File: src/rtl/trex_collision_pkg.sv
// Shared types and constants for the trex collision scanner.
// Optional sub-box refinement is enabled by defining COLLISION_FINE_EN.
package trex_collision_pkg;

    typedef struct packed {
        logic [10:0] x;
        logic [10:0] y;
        logic [10:0] w;
        logic [10:0] h;
    } box_t;

    typedef enum logic [2:0] {
        IDLE,
        SCAN,
        DRAIN,
        FIN
`ifdef COLLISION_FINE_EN
        , FINE
`endif
    } state_t;

    localparam logic [2:0]  DUCKING0 = 3'd5;
    localparam logic [2:0]  DUCKING1 = 3'd6;

    localparam logic [10:0] RUN_W   = 11'd44;
    localparam logic [10:0] RUN_H   = 11'd47;
    localparam logic [10:0] DUCK_W  = 11'd59;
    localparam logic [10:0] DUCK_H  = 11'd25;
    localparam logic [10:0] DUCK_DY = 11'd22;

    // Sub-box x/y are offsets from the inset box; w/h are absolute.
    localparam box_t HEAD_OFS = '{x: 11'd22, y: 11'd0,  w: 11'd17, h: 11'd16};
    localparam box_t BODY_OFS = '{x: 11'd0,  y: 11'd16, w: 11'd30, h: 11'd15};
    localparam box_t LEGS_OFS = '{x: 11'd8,  y: 11'd31, w: 11'd14, h: 11'd14};

    function automatic logic is_ducking(input logic [2:0] frame);
        return (frame == DUCKING0) || (frame == DUCKING1);
    endfunction

    function automatic box_t trex_box(input logic [9:0] x, input logic [9:0] y,
                                      input logic [2:0] frame, input int unsigned inset);
        box_t b;
        logic duck;
        duck = is_ducking(frame);
        b.x = 11'(x) + 11'(inset);
        b.y = 11'(y) + (duck ? DUCK_DY : 11'd0) + 11'(inset);
        b.w = (duck ? DUCK_W : RUN_W) - 11'(2 * inset);
        b.h = (duck ? DUCK_H : RUN_H) - 11'(2 * inset);
        return b;
    endfunction

    function automatic box_t sub_box(input box_t base, input box_t ofs);
        box_t b;
        b.x = base.x + ofs.x;
        b.y = base.y + ofs.y;
        b.w = ofs.w;
        b.h = ofs.h;
        return b;
    endfunction

endpackage

File: src/rtl/trex_collision_box_overlap.sv
// Strict axis-aligned overlap test between two boxes; touching edges do not overlap.
module box_overlap
    import trex_collision_pkg::*;
(
    input  box_t a,
    input  box_t b,
    output logic hit
);

    always_comb begin
        hit = (a.x < b.x + b.w) && (b.x < a.x + a.w) &&
              (a.y < b.y + b.h) && (b.y < a.y + a.h);
    end

endmodule

File: src/rtl/trex_collision.sv
// Per-frame obstacle scan with sticky crash flag; one slot issued per cycle,
// compared the cycle after. Define COLLISION_FINE_EN for the sub-box second pass.
module trex_collision
    import trex_collision_pkg::*;
#(
    parameter int unsigned MAX_OBS = 3,
    parameter int unsigned INSET   = 1
) (
    input  logic       clk,
    input  logic       rst,
    input  logic       enable,
    input  logic       tick,
    input  logic [9:0] trex_x,
    input  logic [9:0] trex_y,
    input  logic [2:0] trex_frame,
    output logic       obs_rd,
    output logic [2:0] obs_idx,
    input  logic       obs_valid,
    input  logic [9:0] obs_x,
    input  logic [9:0] obs_y,
    input  logic [6:0] obs_w,
    input  logic [6:0] obs_h,
    output logic       busy,
    output logic       done,
    output logic       crash,
    output logic [2:0] hit_idx
);

    localparam logic [2:0] LAST = 3'(MAX_OBS - 1);

    state_t     state;
    box_t       tbox;
    box_t       obox;
    logic       pend;
    logic [2:0] pend_idx;
    logic       box_hit;
    logic       cand;

    assign obox = '{x: 11'(obs_x), y: 11'(obs_y), w: 11'(obs_w), h: 11'(obs_h)};
    assign cand = pend && obs_valid && box_hit;

    box_overlap u_box (.a(tbox), .b(obox), .hit(box_hit));

`ifdef COLLISION_FINE_EN
    box_t       cbox;
    logic [2:0] cand_idx;
    logic       duck;
    logic       head_hit, body_hit, legs_hit;
    logic       fine_hit;

    box_overlap u_head (.a(sub_box(tbox, HEAD_OFS)), .b(cbox), .hit(head_hit));
    box_overlap u_body (.a(sub_box(tbox, BODY_OFS)), .b(cbox), .hit(body_hit));
    box_overlap u_legs (.a(sub_box(tbox, LEGS_OFS)), .b(cbox), .hit(legs_hit));

    // Ducking uses the full box, which the candidate already overlaps.
    assign fine_hit = duck || head_hit || body_hit || legs_hit;
`endif

    always_ff @(posedge clk) begin
        if (!rst) begin
            state    <= IDLE;
            tbox     <= '0;
            pend     <= 1'b0;
            pend_idx <= '0;
            obs_rd   <= 1'b0;
            obs_idx  <= '0;
            busy     <= 1'b0;
            done     <= 1'b0;
            crash    <= 1'b0;
            hit_idx  <= '0;
`ifdef COLLISION_FINE_EN
            cbox     <= '0;
            cand_idx <= '0;
            duck     <= 1'b0;
`endif
        end else begin
            done     <= 1'b0;
            pend     <= obs_rd;
            pend_idx <= obs_idx;
            case (state)
                IDLE: begin
                    if (tick && enable && !crash) begin
                        tbox    <= trex_box(trex_x, trex_y, trex_frame, INSET);
`ifdef COLLISION_FINE_EN
                        duck    <= is_ducking(trex_frame);
`endif
                        state   <= SCAN;
                        obs_rd  <= 1'b1;
                        obs_idx <= '0;
                        busy    <= 1'b1;
                    end
                end
                SCAN, DRAIN: begin
                    if (cand) begin
                        obs_rd  <= 1'b0;
`ifdef COLLISION_FINE_EN
                        cbox     <= obox;
                        cand_idx <= pend_idx;
                        state    <= FINE;
`else
                        crash   <= 1'b1;
                        hit_idx <= pend_idx;
                        done    <= 1'b1;
                        state   <= FIN;
`endif
                    end else if (state == DRAIN) begin
                        done  <= 1'b1;
                        state <= FIN;
                    end else if (obs_idx == LAST) begin
                        obs_rd <= 1'b0;
                        state  <= DRAIN;
                    end else begin
                        obs_idx <= obs_idx + 3'd1;
                    end
                end
`ifdef COLLISION_FINE_EN
                // A rejected candidate discards the in-flight read and re-issues the next slot.
                FINE: begin
                    if (fine_hit) begin
                        crash   <= 1'b1;
                        hit_idx <= cand_idx;
                        done    <= 1'b1;
                        state   <= FIN;
                    end else if (cand_idx == LAST) begin
                        done  <= 1'b1;
                        state <= FIN;
                    end else begin
                        obs_rd  <= 1'b1;
                        obs_idx <= cand_idx + 3'd1;
                        state   <= SCAN;
                    end
                end
`endif
                FIN: begin
                    busy  <= 1'b0;
                    state <= IDLE;
                end
                default: state <= IDLE;
            endcase
        end
    end

endmodule

File: config.mk
export PLATFORM = sky130hd
export DESIGN_NAME = trex_collision
export DESIGN_NICKNAME = d
export VERILOG_FILES = /design/src/rtl/trex_collision_pkg.sv /design/src/rtl/trex_collision_box_overlap.sv /design/src/rtl/trex_collision.sv
export SDC_FILE = /design/constraint.sdc
export NUM_CORES = 1
export LEC_CHECK = 0
export CAP_MARGIN = 20
export CORE_UTILIZATION = 54
export DETAILED_ROUTE_END_ITERATION = 7
export PLACE_DENSITY = 0.82
export SKIP_CTS_REPAIR_TIMING = 1
export SLEW_MARGIN = 25
export SYNTH_ARGS = -nofsm -noshare
export SYNTH_HDL_FRONTEND = slang
export SYNTH_SLANG_ARGS = --single-unit
File: constraint.sdc
create_clock -name clk -period 5.55 [get_ports clk]
set_clock_uncertainty 0.05 [all_clocks]
set_input_delay 1.11 -clock clk [delete_from_list [all_inputs] [get_ports clk]]
set_output_delay 1.11 -clock clk [all_outputs]
set_load 0.01 [all_outputs]
==> impl_metrics.tcl, run 1 <==
set metrics [dict create \
    drcViolationCount 0 \
    postSynthCellCount 460 \
    max_cap_violations 0 \
    critPathTopFamily "compound AO/OA/AOI/OAI gates" \
    finalCritPeriodShare_pct 87.9 \
    antenna_found_initial 0 \
    syn_to_final_growth_pct 22.8 \
    die_area_sq_mm 0.00745 \
    grt_first_pass_wirelength_um 15400 \
    p_leak_nw 1.94 \
    cts_buffers 5 \
    ys_seq_area_share_pct 21.4 \
    portBuffers 71 \
    syn_area_per_cell_sq_um 8.35 \
    crit_top_cell "a21oi_1" \
    grt_max_degree 42 \
    fin_nets 666 \
    setup_viol_count_final 0 \
    boundaryPins 72 \
    yosys_warnings 0 \
    dieWidth_um 86.3 \
    hold_viol_final 0 \
    worstReg2RegEnd "state[1]" \
    path_class "in -> reg" \
    whs_ns 0.401 \
    vias_per_cell 5.57 \
    rows 30 \
    slew_violations 0 \
    async_flop_share_pct 0 \
    fin_tns_setup_ns 0 \
    cts_num_sinks 41 \
    design_power_total_mw 1.20 \
    clockBufferDepth 2 \
    holdPathStages 2 \
    diodes 0 \
    post-dp-hpwl_um 7250 \
    layout_commonest_cell "ha_1" \
    die_h_um 86.3 \
    rsz0062_at_grt "no" \
    routedWlPerCell_um 14.2 \
    power_density_mw_per_mm2 254 \
    fillers 578 \
    cp_slowest_stage_delay_ns 0.43 \
    synth_edf_count 0 \
    mostFrequentLayoutCells "72 x ha_1, 71 x clkdlybuf4s50_1, 46 x a21oi_1, 44 x nor2_1, 41 x dfxtp_1" \
    utilization_pct 69.1 \
    drt-total-wl_um 8840 \
    start_util_pct 56.2 \
    h-tree-depth 2 \
    fin_crit_ns 4.88 \
    gp_congestion 0.950 \
    critPathLaunchType "primary input" \
    postRouteAntennaNets 0 \
    grt_pass1_vias 3412 \
    core_area_sq_mm 0.00683 \
    r2r-start "tbox[2]" \
    clkLatencyLatePin_ns 0.30 \
    drt_pass1_iterations 4 \
    rrSetupSlack_ns 1.56 \
    relSlewSlack_pct 37.3 \
    arrival_ns 5.03 \
    hold_path_end "hit_idx[2]" \
    critPathRequiredTime_ns 5.70 \
    ir_drop_uv 218 \
    cts_tree "done" \
    ff2ff_path_depth 15 \
    crit_path_end_kind "register" \
    min_path_type "reg -> reg" \
    yosysUniqueCellTypes 50 \
    regArea_sq_um 821 \
    clkSlewWorstSetupHoldPaths_ns 0.09 \
    worst-path-buf-inv 1 \
    drt-initial-drc-count 169 \
    gr-total-overflow 0 \
    netlist_area_sq_mm 0.00384 \
    dr_total_vias 3474 \
    synth_fp_nets 599 \
    max_freq_mhz 205 \
    worst_pin_slew_ns 0.934 \
    layout-drive-gt1-share_pct 3.41 \
    worstPathMaxFanout 12 \
    root_buffer "clkbuf_8" \
    min_from "pend_idx[2]" \
    path_cells "clkdlybuf4s50_1, ha_1, fa_1, a21oi_1, nor2_1, nor2_1, o21bai_1, a21oi_1, nor2b_1, o21ai_0, xor2_1, ha_1, a21o_1, a21o_1, a21oi_1, o211ai_1, a21oi_1, and3_4, nor3_1, a221o_1" \
    preCtsSetupSlack_ns 0.456 \
    status "finished clean" \
    crit_slowest_cell "clkdlybuf4s50_1" \
    multiInputGateArea_sq_mm 0.00290 \
    synth_seq_cells 41 \
    synthFlopType "dfxtp_1" \
    grtUsageTotal_pct 25.8 \
    finalWorstSetupSlack_ns 0.670 \
]
## through the flow
step	area, sq um	cells
finish	4720	624
floorplan	3840	460
global placement	4630	616
detailed placement	4630	616
CTS	4720	624
global route	4720	624
## how the worst max path moves through the flow
stage / slack [ns] / from / end / cells past startpoint
floorplan: 1.18 / obs_x[0] / obs_idx[0] / 20
global placement: 0.59 / obs_x[0] / obs_idx[0] / 20
detailed placement: 0.46 / obs_x[0] / obs_idx[0] / 20
CTS: 0.76 / obs_x[0] / obs_idx[0] / 20
global route: 0.38 / obs_x[0] / hit_idx[0] / 20
finish: 0.67 / obs_x[0] / obs_idx[0] / 20
## cells in the mapped netlist, types with 11 or more instances
| library cell | number | share of area, % |
|---|---|---|
| a21oi_1 | 46 | 6.0 |
| nor2b_1 | 11 | 1.8 |
| nand3_1 | 14 | 1.8 |
| dfxtp_1 | 41 | 21 |
| nor2_1 | 45 | 4.4 |
| inv_1 | 18 | 1.8 |
| a211oi_1 | 18 | 3.5 |
| nand2_1 | 34 | 3.3 |
| ha_1 | 72 | 23 |
| xor2_1 | 18 | 4.1 |
| o21ai_0 | 16 | 2.1 |
| xnor2_1 | 31 | 7.1 |
## kinds of logic after synthesis
kind of cell,synth area share (%)
multiplexers,0.782
AND/OR/NAND/NOR,16.9
buffers and inverters,3.26
AO/OA/AOI/OAI,20.5
flip-flops,21.4
adder cells (fa/ha/maj),26.1
XOR/XNOR,11.2
## registers in the layout, summed over array words and instances, names as in the netlist, 2 cells and up
signal / count
state: 2
pend_idx: 3
obs_idx: 3
tbox: 25
hit_idx: 3
## layer usage
metal / track usage (%) / up-vias / share of wire, %
met5: 0 / - / 0
met4: 6.36 / 0 / 1.1
met3: 3.52 / 11 / 5.0
met2: 43.1 / 86 / 47
met1: 35.2 / 1588 / 47
li1: - / 1789 / -
## report_power, final
part / switching (mW) / internal (mW) / leakage (nW) / total [mW]
registers: 0.0516 / 0.339 / 0.335 / 0.391
clock network: 0.116 / 0.0893 / 0.0445 / 0.205
logic: 0.326 / 0.276 / 1.56 / 0.601
total: 0.493 / 0.704 / 1.94 / 1.20
## worst register-to-register path: stages (launching register included)
cell      delay [ns]
dfxtp_1         0.39
ha_1            0.26
fa_1            0.44
a211oi_2        0.24
nor2_1          0.12
o21a_1          0.18
nor2_1          0.17
xor2_1          0.11
ha_1            0.33
nand4_1         0.11
or3_1           0.43
a31oi_1         0.19
o21ai_1         0.11
and3_4          0.23
or2_1           0.24
o311a_1         0.28
## cell type report
class / instances / share of cell area (%)
well taps: 96 / 2.55
repair buffers: 72 / 15.2
clock inverters: 3 / 0.451
flip-flops and latches: 41 / 17.4
inverters: 19 / 1.51
multi-input cells: 388 / 61.4
clock buffers: 5 / 1.46
(Power assumes the default switching activity.)
==> inputs of run 2 (changes only) <==
Settings changed: CORE_UTILIZATION 54 to 48, PLACE_DENSITY 0.82 to 0.77, SKIP_CTS_REPAIR_TIMING 1 to unset.
Clock period 5.55 ns to 3.9 ns, I/O delays scaled along.
==> run 2 against run 1 <==
The flow now finishes with violations (setup timing). Core utilization shrank 2.3 points. Combinational power grew 61%. Via count grew 7.3%. Setup slack lost 0.70 ns. Clock power grew 37%. Non-clock buffer count grew 41. Hold slack gained 0.0044 ns. Clock-buffer cell count is the same. Register-to-register slack lost 1.5 ns. Total power grew 51%. Global-route usage shrank 1.4 points.
==> impl_metrics.tcl, run 2 (synthesis gave the netlist of run 1 again) <==
set metrics [dict create \
    status "finished, violations left" \
    violations "setup timing" \
    power_density_mw_per_mm2 350 \
    h-tree-depth 2 \
    drt_pass1_iterations 4 \
    r2r-start "tbox[15]" \
    postRouteAntennaNets 0 \
    start_util_pct 49.7 \
    finalWorstSetupSlack_ns -0.0253 \
    largest_reg_flops 25 \
    ir_drop_uv 324 \
    max_freq_mhz 255 \
    layout-drive-gt1-share_pct 15.4 \
    fillers 606 \
    critPathLaunchType "primary input" \
    arrival_ns 4.07 \
    finalCritPeriodShare_pct 101 \
    grt_pass1_vias 3737 \
    grt_max_degree 28 \
    worst_pin_slew_ns 0.598 \
    portBuffers 71 \
    antenna_found_initial 0 \
    diodes 0 \
    min_path_type "reg -> reg" \
    root_buffer "clkbuf_8" \
    setup_viol_count_final 3 \
    fin_tns_setup_ns -0.0301 \
    layout_commonest_cell "ha_1" \
    rrSetupSlack_ns 0.08 \
    cts_tree "done" \
    path_class "in -> reg" \
    drt-total-wl_um 9830 \
    slew_violations 0 \
    holdPathStages 2 \
    dr_total_vias 3726 \
    mostFrequentLayoutCells "68 x ha_1, 56 x clkdlybuf4s50_1, 42 x nor2_1, 41 x dfxtp_1, 40 x buf_4" \
    post-dp-hpwl_um 7590 \
    rows 32 \
    p_leak_nw 2.19 \
    crit_path_end_kind "register" \
    gp_congestion 0.830 \
    regMostFlops "tbox" \
    boundaryPins 72 \
    cts_num_sinks 41 \
    critPathRequiredTime_ns 4.04 \
    drcViolationCount 0 \
    grtUsageTotal_pct 24.4 \
    worstPathMaxFanout 5 \
    rsz0062_at_grt "yes" \
    max_cap_violations 0 \
    grt_first_pass_wirelength_um 16900 \
    fin_nets 708 \
    utilization_pct 66.8 \
    routedWlPerCell_um 14.6 \
    clkLatencyLatePin_ns 0.29 \
    core_area_sq_mm 0.00773 \
    relSlewSlack_pct 60.0 \
    clkSlewWorstSetupHoldPaths_ns 0.08 \
    min_from "pend_idx[2]" \
    drt-initial-drc-count 123 \
    fin_crit_ns 3.93 \
    final_area_sq_mm 0.00516 \
    worstReg2RegEnd "obs_idx[0]" \
    cts_buffers 5 \
    clockBufferDepth 2 \
    dieWidth_um 91.5 \
    vias_per_cell 5.54 \
    hold_viol_final 0 \
    hold_path_end "hit_idx[2]" \
    syn_to_final_growth_pct 34.4 \
    die_area_sq_mm 0.00836 \
    die_h_um 91.5 \
    placed_area_sq_mm 0.00490 \
    gr-total-overflow 0 \
    ff2ff_path_depth 15 \
]
## run 2: per-layer routing
metal  GRT usage (%)  vias up  wire length, um
li1                -     1883                -
met1            30.6     1731             4400
met2            43.9       96             4840
met3            3.43       16              459
met4            5.69        0              134
met5               0        -                0
## run 2: timing repair
item,4_1_cts,5_1_grt
endpoints found under the setup margin,11,11
pin swaps,27,31
gates resized for setup,40,21
setup buffers,6,2
gates cloned,1,0
hold buffers,0,0
## run 2: worst max path at each step
stage / from / end / slack [ns] / depth (start not counted)
finish: obs_x[0] / obs_idx[0] / -0.03 / 20
global route: obs_x[0] / obs_idx[2] / -0.25 / 21
CTS: obs_h[2] / obs_idx[0] / 0.007 / 19
detailed placement: obs_y[0] / obs_idx[0] / -0.74 / 20
global placement: obs_x[0] / obs_idx[0] / -0.60 / 20
floorplan: obs_x[0] / obs_idx[0] / 0.003 / 20
## run 2: critical path: stages
cell,delay [ns]
buf_6,0.10
ha_4,0.15
fa_2,0.40
a21oi_2,0.14
nor2_1,0.05
nor2_1,0.15
o21bai_1,0.11
a21oi_2,0.15
nor2b_1,0.08
o21ai_1,0.16
xor2_1,0.16
ha_1,0.27
a21o_1,0.17
a21o_1,0.16
a21oi_2,0.11
o211ai_1,0.11
a21oi_2,0.21
and3_4,0.30
nor3_4,0.05
a221o_1,0.25
## run 2: report_power, final
group          internal, mW  total (mW)  leakage (nW)  switching, mW
sequential            0.483       0.558         0.335         0.0750
clock                 0.127       0.280        0.0445          0.154
combinational         0.452       0.968          1.81          0.516
total                  1.06        1.81          2.19          0.745
## run 2: cell type report
type / instances / area, sq um / area share [%]
multi-input cells: 389 / 3030 / 58.7
inverters: 19 / 71.3 / 1.38
clock inverters: 3 / 21.3 / 0.412
flip-flops and latches: 41 / 821 / 15.9
repair buffers: 113 / 1020 / 19.8
clock buffers: 5 / 68.8 / 1.33
well taps: 102 / 128 / 2.47
## run 2: stage by stage
step                      setup slack (ns)  total power, mW  instances  hold WS (ns)
after floorplan                    0.00321             1.16        460         0.370
after global placement              -0.599             1.42        655         0.385
after detailed placement            -0.744             1.47        655         0.394
after CTS                          0.00692             1.77        670         0.412
after global routing                -0.253             1.96        672         0.446
final                              -0.0253             1.81        672         0.406
==> inputs of run 3 (changes only) <==
Settings changed: CTS_CLUSTER_DIAMETER set to 80.
==> results of run 3 <==
Final layout, timing and power as in run 2 (identical DEF).
